--- src/rtl/vga_draw_scheduler_pkg.sv ---
// Shared types and screen constants for the VGA draw scheduler.
package vga_sched_pkg;

    localparam logic [7:0]  VGA_W     = 8'd160;
    localparam logic [6:0]  VGA_H     = 7'd120;
    localparam int unsigned ENG_IDX_W = 3;  // wide enough for up to 8 engines

    typedef enum logic [1:0] {
        StIdle,
        StRun,
        StRelease
    } sched_state_t;

    typedef struct packed {
        logic [ENG_IDX_W-1:0] eng;
        logic [2:0]           colour;
        logic [7:0]           cx;
        logic [6:0]           cy;
        logic [7:0]           diam;
    } draw_cmd_t;

    function automatic logic on_screen(input logic [7:0] x, input logic [6:0] y);
        return (x < VGA_W) && (y < VGA_H);
    endfunction

endpackage

--- src/rtl/vga_draw_scheduler_if.sv ---
// Command queue, engine and adapter signals of the draw scheduler.
interface vga_draw_scheduler_if #(
    parameter int unsigned N_ENG = 3
);
    localparam int unsigned EW = (N_ENG > 1) ? $clog2(N_ENG) : 1;

    logic               cmd_valid;
    logic               cmd_ready;
    logic [EW-1:0]      cmd_eng;
    logic [2:0]         cmd_colour;
    logic [7:0]         cmd_cx;
    logic [6:0]         cmd_cy;
    logic [7:0]         cmd_diam;

    logic [N_ENG-1:0]   eng_start;
    logic [2:0]         eng_colour;
    logic [7:0]         eng_cx;
    logic [6:0]         eng_cy;
    logic [7:0]         eng_diam;
    logic [N_ENG-1:0]   eng_done;
    logic [N_ENG*8-1:0] eng_x;
    logic [N_ENG*7-1:0] eng_y;
    logic [N_ENG*3-1:0] eng_col;
    logic [N_ENG-1:0]   eng_plot;

    logic [7:0]         vga_x;
    logic [6:0]         vga_y;
    logic [2:0]         vga_colour;
    logic               vga_plot;

    logic               busy;
    logic               err;
    logic [15:0]        clip_cnt;

    modport master (
        input  cmd_valid, cmd_eng, cmd_colour, cmd_cx, cmd_cy, cmd_diam,
        input  eng_done, eng_x, eng_y, eng_col, eng_plot,
        output cmd_ready, eng_start, eng_colour, eng_cx, eng_cy, eng_diam,
        output vga_x, vga_y, vga_colour, vga_plot, busy, err, clip_cnt
    );

    modport slave (
        output cmd_valid, cmd_eng, cmd_colour, cmd_cx, cmd_cy, cmd_diam,
        output eng_done, eng_x, eng_y, eng_col, eng_plot,
        input  cmd_ready, eng_start, eng_colour, eng_cx, eng_cy, eng_diam,
        input  vga_x, vga_y, vga_colour, vga_plot, busy, err, clip_cnt
    );

endinterface

--- src/rtl/vga_draw_scheduler_cmd_fifo.sv ---
// Synchronous FIFO of draw commands; a push while full is refused even if a pop coincides.
module sched_cmd_fifo
    import vga_sched_pkg::*;
#(
    parameter int unsigned FIFO_DEPTH = 4
) (
    input  logic      clk,
    input  logic      rst_n,
    input  logic      i_push,
    input  draw_cmd_t i_data,
    input  logic      i_pop,
    output draw_cmd_t o_data,
    output logic      o_full,
    output logic      o_empty
);
    localparam int unsigned AW = $clog2(FIFO_DEPTH);

    draw_cmd_t     r_mem [FIFO_DEPTH];
    logic [AW-1:0] r_wptr;
    logic [AW-1:0] r_rptr;
    logic [AW:0]   r_count;
    logic          w_push;
    logic          w_pop;

    assign o_full  = (r_count == (AW+1)'(FIFO_DEPTH));
    assign o_empty = (r_count == '0);
    assign w_push  = i_push && !o_full;
    assign w_pop   = i_pop && !o_empty;
    assign o_data  = r_mem[r_rptr];

    always_ff @(posedge clk) begin
        if (w_push) begin
            r_mem[r_wptr] <= i_data;
        end
    end

    always_ff @(posedge clk or negedge rst_n) begin
        if (!rst_n) begin
            r_wptr  <= '0;
            r_rptr  <= '0;
            r_count <= '0;
        end else begin
            if (w_push) r_wptr <= r_wptr + AW'(1);
            if (w_pop)  r_rptr <= r_rptr + AW'(1);
            if (w_push && !w_pop)      r_count <= r_count + (AW+1)'(1);
            else if (!w_push && w_pop) r_count <= r_count - (AW+1)'(1);
        end
    end

endmodule

--- src/rtl/vga_draw_scheduler.sv ---
// Shares the 160x120 VGA pixel port among N_ENG engines, one command at a time.
// Optional RUN watchdog enabled by defining VGA_SCHED_TIMEOUT_EN.
module vga_draw_scheduler
    import vga_sched_pkg::*;
#(
    parameter int unsigned N_ENG      = 3,
    parameter int unsigned FIFO_DEPTH = 4,
    parameter int unsigned TIMEOUT    = 65536
) (
    input  logic                 clk,
    input  logic                 rst_n,
    vga_draw_scheduler_if.master bus
);
    sched_state_t     r_state;
    logic [N_ENG-1:0] r_start;
    logic [2:0]       r_colour;
    logic [7:0]       r_cx;
    logic [6:0]       r_cy;
    logic [7:0]       r_diam;
    logic             r_err;
    logic [15:0]      r_clip;
`ifdef VGA_SCHED_TIMEOUT_EN
    logic [31:0]      r_tmo;
`endif

    draw_cmd_t        w_cmd_in;
    draw_cmd_t        w_cmd_out;
    logic             w_full;
    logic             w_empty;
    logic             w_pop;
    logic [N_ENG-1:0] w_onehot;
    logic             w_done;
    logic [7:0]       w_sel_x;
    logic [6:0]       w_sel_y;
    logic [2:0]       w_sel_col;
    logic             w_sel_plot;
    logic             w_on;
    logic             w_clip;

    assign w_cmd_in = '{eng:    ENG_IDX_W'(bus.cmd_eng),
                        colour: bus.cmd_colour,
                        cx:     bus.cmd_cx,
                        cy:     bus.cmd_cy,
                        diam:   bus.cmd_diam};

    assign w_pop = (r_state == StIdle) && !w_empty;

    sched_cmd_fifo #(
        .FIFO_DEPTH (FIFO_DEPTH)
    ) u_fifo (
        .clk     (clk),
        .rst_n   (rst_n),
        .i_push  (bus.cmd_valid),
        .i_data  (w_cmd_in),
        .i_pop   (w_pop),
        .o_data  (w_cmd_out),
        .o_full  (w_full),
        .o_empty (w_empty)
    );

    assign w_onehot = N_ENG'(1) << w_cmd_out.eng;
    // r_start is one-hot while running, so it doubles as the grant mask
    assign w_done   = |(bus.eng_done & r_start);

    always_ff @(posedge clk or negedge rst_n) begin
        if (!rst_n) begin
            r_state  <= StIdle;
            r_start  <= '0;
            r_colour <= '0;
            r_cx     <= '0;
            r_cy     <= '0;
            r_diam   <= '0;
            r_err    <= 1'b0;
`ifdef VGA_SCHED_TIMEOUT_EN
            r_tmo    <= '0;
`endif
        end else begin
            unique case (r_state)
                StIdle: begin
                    if (!w_empty) begin
                        r_colour <= w_cmd_out.colour;
                        r_cx     <= w_cmd_out.cx;
                        r_cy     <= w_cmd_out.cy;
                        r_diam   <= w_cmd_out.diam;
                        if (32'(w_cmd_out.eng) < N_ENG) begin
                            r_start <= w_onehot;
                            r_state <= StRun;
`ifdef VGA_SCHED_TIMEOUT_EN
                            r_tmo   <= '0;
`endif
                        end else begin
                            r_err <= 1'b1;
                        end
                    end
                end
                StRun: begin
                    if (w_done) begin
                        r_start <= '0;
                        r_state <= StRelease;
                    end
`ifdef VGA_SCHED_TIMEOUT_EN
                    else if (r_tmo == TIMEOUT - 1) begin
                        r_start <= '0;
                        r_state <= StRelease;
                        r_err   <= 1'b1;
                    end else begin
                        r_tmo <= r_tmo + 32'd1;
                    end
`endif
                end
                StRelease: r_state <= StIdle;
                default:   r_state <= StIdle;
            endcase
        end
    end

    always_comb begin
        w_sel_x    = '0;
        w_sel_y    = '0;
        w_sel_col  = '0;
        w_sel_plot = 1'b0;
        if (r_state == StRun) begin
            for (int unsigned i = 0; i < N_ENG; i++) begin
                if (r_start[i]) begin
                    w_sel_x    = bus.eng_x[i*8 +: 8];
                    w_sel_y    = bus.eng_y[i*7 +: 7];
                    w_sel_col  = bus.eng_col[i*3 +: 3];
                    w_sel_plot = bus.eng_plot[i];
                end
            end
        end
    end

    assign w_on   = on_screen(w_sel_x, w_sel_y);
    assign w_clip = w_sel_plot && !w_on;

    always_ff @(posedge clk or negedge rst_n) begin
        if (!rst_n) begin
            r_clip <= '0;
        end else if (w_clip && (r_clip != 16'hFFFF)) begin
            r_clip <= r_clip + 16'd1;
        end
    end

    assign bus.cmd_ready  = !w_full;
    assign bus.eng_start  = r_start;
    assign bus.eng_colour = r_colour;
    assign bus.eng_cx     = r_cx;
    assign bus.eng_cy     = r_cy;
    assign bus.eng_diam   = r_diam;
    assign bus.vga_x      = w_sel_x;
    assign bus.vga_y      = w_sel_y;
    assign bus.vga_colour = w_sel_col;
    assign bus.vga_plot   = w_sel_plot && w_on;
    assign bus.busy       = (r_state != StIdle) || !w_empty;
    assign bus.err        = r_err;
    assign bus.clip_cnt   = r_clip;

endmodule

--- src/flat_wrapper.sv ---
// flat-port wrapper written by rule: the top's interface ports become plain ports
module vga_draw_scheduler_flat import vga_sched_pkg::*;
#(
    parameter int unsigned N_ENG      = 3,
    parameter int unsigned FIFO_DEPTH = 4,
    parameter int unsigned TIMEOUT    = 65536
)
  (clk, rst_n, bus_cmd_valid, bus_cmd_eng, bus_cmd_colour, bus_cmd_cx, bus_cmd_cy, bus_cmd_diam, bus_eng_done, bus_eng_x, bus_eng_y, bus_eng_col, bus_eng_plot, bus_cmd_ready, bus_eng_start, bus_eng_colour, bus_eng_cx, bus_eng_cy, bus_eng_diam, bus_vga_x, bus_vga_y, bus_vga_colour, bus_vga_plot, bus_busy, bus_err, bus_clip_cnt);
  vga_draw_scheduler_if #(.N_ENG(N_ENG)) bus_i ();
  input  logic clk;
  input  logic rst_n;
  input wire logic [$bits(bus_i.cmd_valid)-1:0] bus_cmd_valid;
  input wire logic [$bits(bus_i.cmd_eng)-1:0] bus_cmd_eng;
  input wire logic [$bits(bus_i.cmd_colour)-1:0] bus_cmd_colour;
  input wire logic [$bits(bus_i.cmd_cx)-1:0] bus_cmd_cx;
  input wire logic [$bits(bus_i.cmd_cy)-1:0] bus_cmd_cy;
  input wire logic [$bits(bus_i.cmd_diam)-1:0] bus_cmd_diam;
  input wire logic [$bits(bus_i.eng_done)-1:0] bus_eng_done;
  input wire logic [$bits(bus_i.eng_x)-1:0] bus_eng_x;
  input wire logic [$bits(bus_i.eng_y)-1:0] bus_eng_y;
  input wire logic [$bits(bus_i.eng_col)-1:0] bus_eng_col;
  input wire logic [$bits(bus_i.eng_plot)-1:0] bus_eng_plot;
  output wire logic [$bits(bus_i.cmd_ready)-1:0] bus_cmd_ready;
  output wire logic [$bits(bus_i.eng_start)-1:0] bus_eng_start;
  output wire logic [$bits(bus_i.eng_colour)-1:0] bus_eng_colour;
  output wire logic [$bits(bus_i.eng_cx)-1:0] bus_eng_cx;
  output wire logic [$bits(bus_i.eng_cy)-1:0] bus_eng_cy;
  output wire logic [$bits(bus_i.eng_diam)-1:0] bus_eng_diam;
  output wire logic [$bits(bus_i.vga_x)-1:0] bus_vga_x;
  output wire logic [$bits(bus_i.vga_y)-1:0] bus_vga_y;
  output wire logic [$bits(bus_i.vga_colour)-1:0] bus_vga_colour;
  output wire logic [$bits(bus_i.vga_plot)-1:0] bus_vga_plot;
  output wire logic [$bits(bus_i.busy)-1:0] bus_busy;
  output wire logic [$bits(bus_i.err)-1:0] bus_err;
  output wire logic [$bits(bus_i.clip_cnt)-1:0] bus_clip_cnt;
  assign bus_i.cmd_valid = bus_cmd_valid;
  assign bus_i.cmd_eng = bus_cmd_eng;
  assign bus_i.cmd_colour = bus_cmd_colour;
  assign bus_i.cmd_cx = bus_cmd_cx;
  assign bus_i.cmd_cy = bus_cmd_cy;
  assign bus_i.cmd_diam = bus_cmd_diam;
  assign bus_i.eng_done = bus_eng_done;
  assign bus_i.eng_x = bus_eng_x;
  assign bus_i.eng_y = bus_eng_y;
  assign bus_i.eng_col = bus_eng_col;
  assign bus_i.eng_plot = bus_eng_plot;
  assign bus_cmd_ready = bus_i.cmd_ready;
  assign bus_eng_start = bus_i.eng_start;
  assign bus_eng_colour = bus_i.eng_colour;
  assign bus_eng_cx = bus_i.eng_cx;
  assign bus_eng_cy = bus_i.eng_cy;
  assign bus_eng_diam = bus_i.eng_diam;
  assign bus_vga_x = bus_i.vga_x;
  assign bus_vga_y = bus_i.vga_y;
  assign bus_vga_colour = bus_i.vga_colour;
  assign bus_vga_plot = bus_i.vga_plot;
  assign bus_busy = bus_i.busy;
  assign bus_err = bus_i.err;
  assign bus_clip_cnt = bus_i.clip_cnt;
  vga_draw_scheduler #(.N_ENG(N_ENG), .FIFO_DEPTH(FIFO_DEPTH), .TIMEOUT(TIMEOUT)) u_core (.clk(clk), .rst_n(rst_n), .bus(bus_i));
endmodule
--- config.mk ---
export PLATFORM = sky130hd
export DESIGN_NAME = vga_draw_scheduler_flat
export DESIGN_NICKNAME = d
export VERILOG_FILES = /design/src/rtl/vga_draw_scheduler_pkg.sv /design/src/rtl/vga_draw_scheduler_if.sv /design/src/rtl/vga_draw_scheduler_cmd_fifo.sv /design/src/rtl/vga_draw_scheduler.sv /design/src/flat_wrapper.sv
export SDC_FILE = /design/constraint.sdc
export NUM_CORES = 1
export LEC_CHECK = 0
export CAP_MARGIN = 20
export CORE_ASPECT_RATIO = 1.75
export CORE_MARGIN = 3
export CORE_UTILIZATION = 29
export CTS_CLUSTER_DIAMETER = 30
export DETAILED_ROUTE_END_ITERATION = 8
export GPL_ROUTABILITY_DRIVEN = 0
export PLACE_DENSITY_LB_ADDON = 0.12
export SYNTH_ARGS = -nofsm -noshare
export SYNTH_HDL_FRONTEND = slang
export SYNTH_SLANG_ARGS = --single-unit
--- constraint.sdc ---
create_clock -name clk -period 2.4 [get_ports clk]
set_input_delay 0.24 -clock clk [delete_from_list [all_inputs] [get_ports clk]]
set_output_delay 0.24 -clock clk [all_outputs]
set_load 0.02 [all_outputs]
# After elaboration in Yosys (flattened, before gate mapping)
# Memories as Yosys holds them, arrays and structs flattened.
# Index checks and enable logic that the tools add are counted.
# W data, S select, Z words.
dict set report classes {
  n_eq_ne 6
  mux 28
  shift 1
  n_bitwise 3
  n_lt_le_gt_ge 3
  reduce_logical 25
  n_addsub 5
}
# cell n
set op_table {}
lappend op_table {{$mux W8} 4}
lappend op_table {{$mux W7} 4}
lappend op_table {{$mux W3} 9}
lappend op_table {{$add A16 B1 Y16 const B} 1}
lappend op_table {{$ne A16 B16 Y1 const B} 1}
lappend op_table {{$logic_and A1 B1 Y1} 9}
lappend op_table {{$lt A8 B8 Y1 const B} 1}
lappend op_table {{$lt A7 B7 Y1 const B} 1}
lappend op_table {{$mux W1} 6}
lappend op_table {{$mux W2} 3}
lappend op_table {{$pmux W3 S2} 1}
lappend op_table {{$reduce_and A3 Y1} 2}
lappend op_table {{$reduce_bool A2 Y1} 3}
lappend op_table {{$logic_not A1 Y1} 5}
lappend op_table {{$add A2 B1 Y2 const B} 2}
lappend op_table {{$ne A2 B2 Y1 const B} 2}
lappend op_table {{$pmux W2 S2} 1}
lappend op_table {{$reduce_and A4 Y1} 1}
lappend op_table {{$add A3 B1 Y3 const B} 1}
lappend op_table {{$and A3 B3 Y3} 1}
lappend op_table {{$eq A3 B3 Y1 const B} 1}
lappend op_table {{$logic_not A3 Y1} 1}
lappend op_table {{$lt A3 B2 Y1 const B} 1}
lappend op_table {{$reduce_or A3 Y1} 1}
lappend op_table {{8 further kinds} 9}
dict set report totals {
  in_bits 91
  n_memories 1
  ff_bits 55
  ram_bits 112
  elab_cells 83
}
# memory words word_bits rd rd_clocked_by_memory_dff wr line
set memory_table {}
lappend memory_table {u_core.u_fifo.r_mem 4 28 1 0 1 vga_draw_scheduler_cmd_fifo.sv:18} ;# draw_cmd_t r_mem [FIFO_DEPTH];

# Longest topological paths before layout
dict set report depth {
  depth_word 9
  ltp_mapped 10
}

# By module
# A second synthesis with hierarchy kept.
dict set report hier_totals {
  cells_unflattened 428
  area_unflattened_um2 7128.1
}
# mod n_inst cells_per_inst seq_area_each_um2 area_each_um2
set by_module_without_submodules {}
lappend by_module_without_submodules {sched_cmd_fifo 1 187 3658.5 4608.2}
lappend by_module_without_submodules {vga_draw_scheduler 1 241 1201.2 2519.9}

# Least setup slack after synthesis
# Ideal clock, no wire load.
dict set report synth_path {
  path_type {reg2reg}
  start {reg u_core.r_start[1] (netlist: u_core.bus.eng_start[1])}
  end {reg u_core.r_clip[6] (netlist: u_core.bus.clip_cnt[6])}
  stages_incl_launch_ff 9
  setup_slack_ns -0.092
  arrival_time_ns 2.363
  path_cell_list {dfrtp_1 buf_6 nand3b_1 a221oi_1 o211ai_1 a21oi_2 buf_6 nand4_4 xnor2_2}
}
dict set report synth_between {
  elab_chain_len 8
  elab_cells_between_ends 15
  classes_between {order compare: 2; mux: 9; reduce/logical: 4}
}
# element line
set synth_lines {}
lappend synth_lines {{start: declaration} vga_draw_scheduler.sv:15} ;# logic [N_ENG-1:0] r_start;
lappend synth_lines {{start signal: assignment} vga_draw_scheduler.sv:86} ;# r_start <= w_onehot;
lappend synth_lines {{$mux W8 (2 in series)} vga_draw_scheduler.sv:124} ;# if (r_start[i]) begin
lappend synth_lines {{$mux W8} vga_draw_scheduler.sv:122} ;# if (r_state == StRun) begin
lappend synth_lines {{net bus_vga_x[5]} flat_wrapper.sv:29} ;# output wire logic [$bits(bus_i.vga_x)-1:0] bus_vga_x;
lappend synth_lines {{$lt A8 B8 Y1} vga_draw_scheduler_pkg.sv:23} ;# return (x < VGA_W) && (y < VGA_H);
lappend synth_lines {{$logic_and A1 B1 Y1} vga_draw_scheduler_pkg.sv:23}
lappend synth_lines {{$logic_not A1 Y1} vga_draw_scheduler.sv:135} ;# assign w_clip = w_sel_plot && !w_on;
lappend synth_lines {{$logic_and A1 B1 Y1} vga_draw_scheduler.sv:135}
lappend synth_lines {{$logic_and A1 B1 Y1} vga_draw_scheduler.sv:140} ;# end else if (w_clip && (r_clip != 16'hFFFF)) begin
lappend synth_lines {{end signal: assignment} vga_draw_scheduler.sv:141} ;# r_clip <= r_clip + 16'd1;
lappend synth_lines {{end: declaration} vga_draw_scheduler.sv:21} ;# logic [15:0] r_clip;
# The timed path passes the listed nets, and every way through them passes these cells.
# A chain may end at the register's enable or synchronous reset.

# Final worst setup path
dict set report layout_path {
  start {reg u_core.r_start[1] (netlist: u_core.bus.eng_start[1])}
  end {out bus_vga_colour[0]}
}
dict set report layout_between {
  elab_chain_len 3
}
# element line
set layout_lines {}
lappend layout_lines {{$mux W3 (2 in series)} vga_draw_scheduler.sv:124}
lappend layout_lines {{$mux W3} vga_draw_scheduler.sv:122}
lappend layout_lines {{end: declaration} flat_wrapper.sv:31} ;# output wire logic [$bits(bus_i.vga_colour)-1:0] bus_vga_colour;
# No other way between the ends.

==> summary.md <==
In the post-synthesis netlist, the biggest area contributors are sky130_fd_sc_hd__edfxtp_1 (48%), sky130_fd_sc_hd__dfrtp_1 (20%), sky130_fd_sc_hd__mux4_2 (9.0%), sky130_fd_sc_hd__mux2_2 (4.7%), sky130_fd_sc_hd__xnor2_1 (1.9%). After layout, the worst setup slack is 0.155 ns. For the met1 track demand over resource, the log shows 14.7%. The post-detailed-route via-to-cell ratio was 4.67; the number of distinct library cells after synthesis was 45.

Clock-pin slew was measured on the worst setup and hold paths at 0.07 ns. The transition time at the pin with the least slew margin is 0.866 ns, and the horizontal extent of the die is 123 µm. The classification of the worst-slack hold path was input pin to register.

Clock tree synthesis found a total of 167 sinks. In this run the count of I/O pins placed on the die edge is 158. The sum of routed wire length over all layers is 17100 µm. The origin of the critical flop-to-flop path is u_core.bus.eng_start[1]$_DFFE_PN0P_. Counting the buffers created by CTS gives 17. The run gives 29.7% as the effective utilization at floorplan. The floorplan step defined a die boundary enclosing 26100 µm². The clock insertion delay at the later pin of the skew report is 0.43 ns. The signal on the critical path passes through buf_12 > nor2b_1 > buf_4 > a22oi_1 > nor2_1 > a21oi_1 > nor2_1 > dlygate4sd2_1.

The H-tree was split into 4 levels. The logs give 429 for the number of instances in the synthesized netlist and 74 for the count of standard-cell rows. The run gives 9730 µm² as the final instance area. Share of final-layout standard cells stronger than drive strength 1: 20.9%. The layer flagged by global routing as most heavily used is met2. In this run the deepest clock path goes through 2 buffers. The worst setup timing slack at the placement stage is 0.0379 ns.

The worst setup path is captured at a primary output. For the register-to-register setup slack, the log shows 0.24 ns. For this run the aggregate overflow at the end of global routing stands at 0. The async set-reset flop share out of synthesis was 32.9%.

The maximum fanout along the worst path came out at 30. Data on the critical path is required at its endpoint by 2.16 ns. The number of enable-type register cells in the synthesized netlist was 112; the initial antenna violation count was 0. A synthesized cell averages 16.3 µm². The violation count after the first detailed-route iteration came out at 128.

The run gives 23500 µm² as the standard cell core area. The critical path starts at u_core.bus.eng_start[1]$_DFFE_PN0P_. For this run, design rule violations remaining after detail routing come to 0. The worst-case hold slack was 0.444 ns; the global-route met2 utilization was 25.0%.

The worst-case IR drop observed on VDD is 0.990 mV. The number of endpoints failing setup at the final stage was 0. The dominant synthesized flop cell was sky130_fd_sc_hd__edfxtp_1. The count of cells in the finished layout, fillers not included, comes to 920. The final hold violation count was 0. The sum of net half-perimeters after detailed placement was 11600 µm; the summed negative setup slack over all endpoints was 0 ns. Clock tree synthesis selected as its root buffer the cell sky130_fd_sc_hd__clkbuf_16. The logs give 0 for the reported max-cap violation count and 886 for the count of placed standard cells including taps. Sorting the synthesized cells by how often they occur yields sky130_fd_sc_hd__edfxtp_1 (112), sky130_fd_sc_hd__dfrtp_1 (55), sky130_fd_sc_hd__nor2_1 (31). After detailed routing, the average wire length per cell comes to 18.6 µm.

TritonCTS built the clock tree. The max-slew headroom at the worst pin is 42.3%. Summing every instance area after synthesis gives 6990 µm².

Yosys instantiated no cell more often than sky130_fd_sc_hd__edfxtp_1. Entering global routing, the biggest net connects 56 pins. In the global route stage, met3 resource usage came out at 4.41%. The worst path uses 93.5% of the clock period.

Cell type of the slowest stage on the worst timing path: sky130_fd_sc_hd__dfrtp_1. Fraction of the yosys area taken by sequential cells: 67.8%. The dominant cell type by count on the critical path was sky130_fd_sc_hd__nor2_1. The max-slew violation total from the final report came out at 0.

The type of origin of the critical path is a register. In the final design database the tool counted 701 nets. Across every metal layer, demand over resource in global routing totals 13.7%. For this run, the number of Yosys warnings is 0. 0 antenna diodes ended up in the layout. The capture point of the critical path is bus_vga_colour[0].

Measured in cells, the most critical reg-to-reg path has a length of 7. The flow ran to the end, and the final reports show no timing, DRC or antenna violations. The maximum cell stage delay along the critical path was 0.41 ns; the relative area change from synthesis to final layout was 39.2%. The detailed-routing iteration count for the pre-antenna-repair pass was 4; the count of input and output buffers was 157. Detailed routing inserted a total of 4297 vias. The maximum clock frequency came out at 445 MHz. The power density relative to cell area works out to 1180 nW/µm².

The smallest clock period supported by the final layout is computed as 2.25 ns. The placed instances occupy a cell area of 9060 µm². The analysis attributes to cell leakage a power of 3.56 nW. The detail route stage leaves a number of antenna-violating nets equal to 0.

Worst path arrival time: 2.01 ns. The clock arrives with 0.0118 ns of skew. The class of the most critical setup path is register to primary output. The end of the worst register-to-register path was u_core.bus.clip_cnt[1]$_DFFE_PN0P_. The biggest area contributor in the post-synthesis netlist is sky130_fd_sc_hd__edfxtp_1. The via count of the first global-routing pass was 4580; the synthesized flop and latch total was 167. The run gives 26400 µm as the wire length of the first global-routing pass. Setup repair after global routing left no endpoint under its margin.

The number of nets handed over by synthesis was 527. The die height works out to 211 µm. Area share of the largest cell type after synthesis: 48.1%.
[worst min-delay path by stage]
stage	slack [ns]	end	depth (start not counted)	start
6_report	0.44	u_core.u_fifo.r_mem[2][12]$_DFFE_PP_	1	bus_cmd_cy[4]
4_1_cts	0.42	u_core.u_fifo.r_mem[2][12]$_DFFE_PP_	1	bus_cmd_cy[4]
3_5_place_dp	0.41	u_core.bus.eng_diam[4]$_DFFE_PN0P_	1	rst_n
2_1_floorplan	-0.06	u_core.bus.clip_cnt[0]$_DFFE_PN0P_	0	rst_n
3_3_place_gp	0.40	u_core.bus.eng_diam[4]$_DFFE_PN0P_	1	rst_n
5_1_grt	0.43	u_core.u_fifo.r_mem[1][24]$_DFFE_PP_	1	bus_cmd_colour[1]
[stage by stage]
step / util, % / power [mW]
after global placement: 38.5 / 8.59
final: 41.4 / 11.5
after floorplan: - / 6.86
after global routing: 41.4 / 12.2
after detailed placement: 38.5 / 8.67
after CTS: 41.3 / 11.7
[layer usage]
metal  vias up  share of wire [%]
met5         -                  0
met1      2147                 37
met4         0                1.3
met2       134                 55
met3        11                6.1
li1       2005                  -
[cell type report]
type	count	area, µm²
sequential	167	4740
tap	304	380
inverter	11	41.3
timing repair buffer	176	1760
fill	2183	13800
multi-input combinational	230	2140
clock inverter	12	225
clock buffer	20	437
[sequential cells by signal (all words and copies together) (netlist names), 3 cells and up]
register	flops
u_core.u_fifo.r_mem	112
u_core.bus.clip_cnt	16
u_core.bus.eng_cx	8
u_core.bus.eng_diam	8
u_core.bus.eng_cy	7
u_core.bus.eng_colour	3
u_core.bus.eng_start	3
u_core.u_fifo.r_count	3
[repair_timing]
action / in CTS / in global routing
endpoints found under the setup margin: 19 / 9
setup buffers: 0 / 1
pin swaps: 0 / 1
hold buffers: 1 / 0
gates resized for setup: 23 / 12
endpoints found under the hold margin: 55 / 0
[report_power, final]
group | internal (mW) | leakage, nW | total [mW] | switching, mW
clock | 1.95 | 0.312 | 3.06 | 1.10
sequential | 3.86 | 1.70 | 4.19 | 0.332
combinational | 2.11 | 1.54 | 4.27 | 2.16
[worst max-delay path, delay by kind of cell (launching register included)]
kind,cells,cell delay (ns)
buf+inv,3,0.70
flops,1,0.41
simple gates,3,0.30
compound gates,2,0.14
[placed cells by master, fill, tap and decap left out, types with 2 or more instances in the layout]
cell	count
sky130_fd_sc_hd__clkdlybuf4s15_1	4
sky130_fd_sc_hd__nand4_1	5
sky130_fd_sc_hd__a21oi_1	22
sky130_fd_sc_hd__a221oi_2	4
sky130_fd_sc_hd__bufinv_16	6
sky130_fd_sc_hd__clkbuf_1	3
sky130_fd_sc_hd__dfrtp_2	3
sky130_fd_sc_hd__ha_1	6
sky130_fd_sc_hd__clkinv_4	3
sky130_fd_sc_hd__clkdlybuf4s50_1	137
sky130_fd_sc_hd__clkbuf_2	3
sky130_fd_sc_hd__and3_2	4
sky130_fd_sc_hd__nand3_1	3
sky130_fd_sc_hd__mux2_2	29
sky130_fd_sc_hd__dlygate4sd2_1	11
sky130_fd_sc_hd__nor2_1	31
sky130_fd_sc_hd__a21o_1	2
sky130_fd_sc_hd__nor2b_1	3
sky130_fd_sc_hd__buf_12	6
sky130_fd_sc_hd__nand2_1	14
sky130_fd_sc_hd__mux4_2	28
sky130_fd_sc_hd__and3_1	4
sky130_fd_sc_hd__xnor2_1	15
sky130_fd_sc_hd__xor2_1	3
sky130_fd_sc_hd__and2_1	2
sky130_fd_sc_hd__and4_1	2
sky130_fd_sc_hd__nand3b_1	8
sky130_fd_sc_hd__buf_4	13
sky130_fd_sc_hd__clkinvlp_4	2
sky130_fd_sc_hd__dfrtp_1	52
sky130_fd_sc_hd__nor3_2	2
sky130_fd_sc_hd__nor3_1	3
sky130_fd_sc_hd__nand3_2	4
sky130_fd_sc_hd__inv_1	11
sky130_fd_sc_hd__edfxtp_1	112
sky130_fd_sc_hd__clkbuf_16	17
sky130_fd_sc_hd__or3_1	2
sky130_fd_sc_hd__a22o_1	3
sky130_fd_sc_hd__a22oi_1	12
[logic make-up after synthesis]
kind of cell    count (synthesis)  share of synthesized area [%]
mux                            57                           13.7
simple gates                   93                           7.30
flops                         167                           67.8
buf+inv                        32                           2.15
compound gates                 54                           5.21
xor+xnor                       19                           2.49
fa+ha+maj                       7                           1.36
No activity file was read; power rests on OpenSTA's default activity.
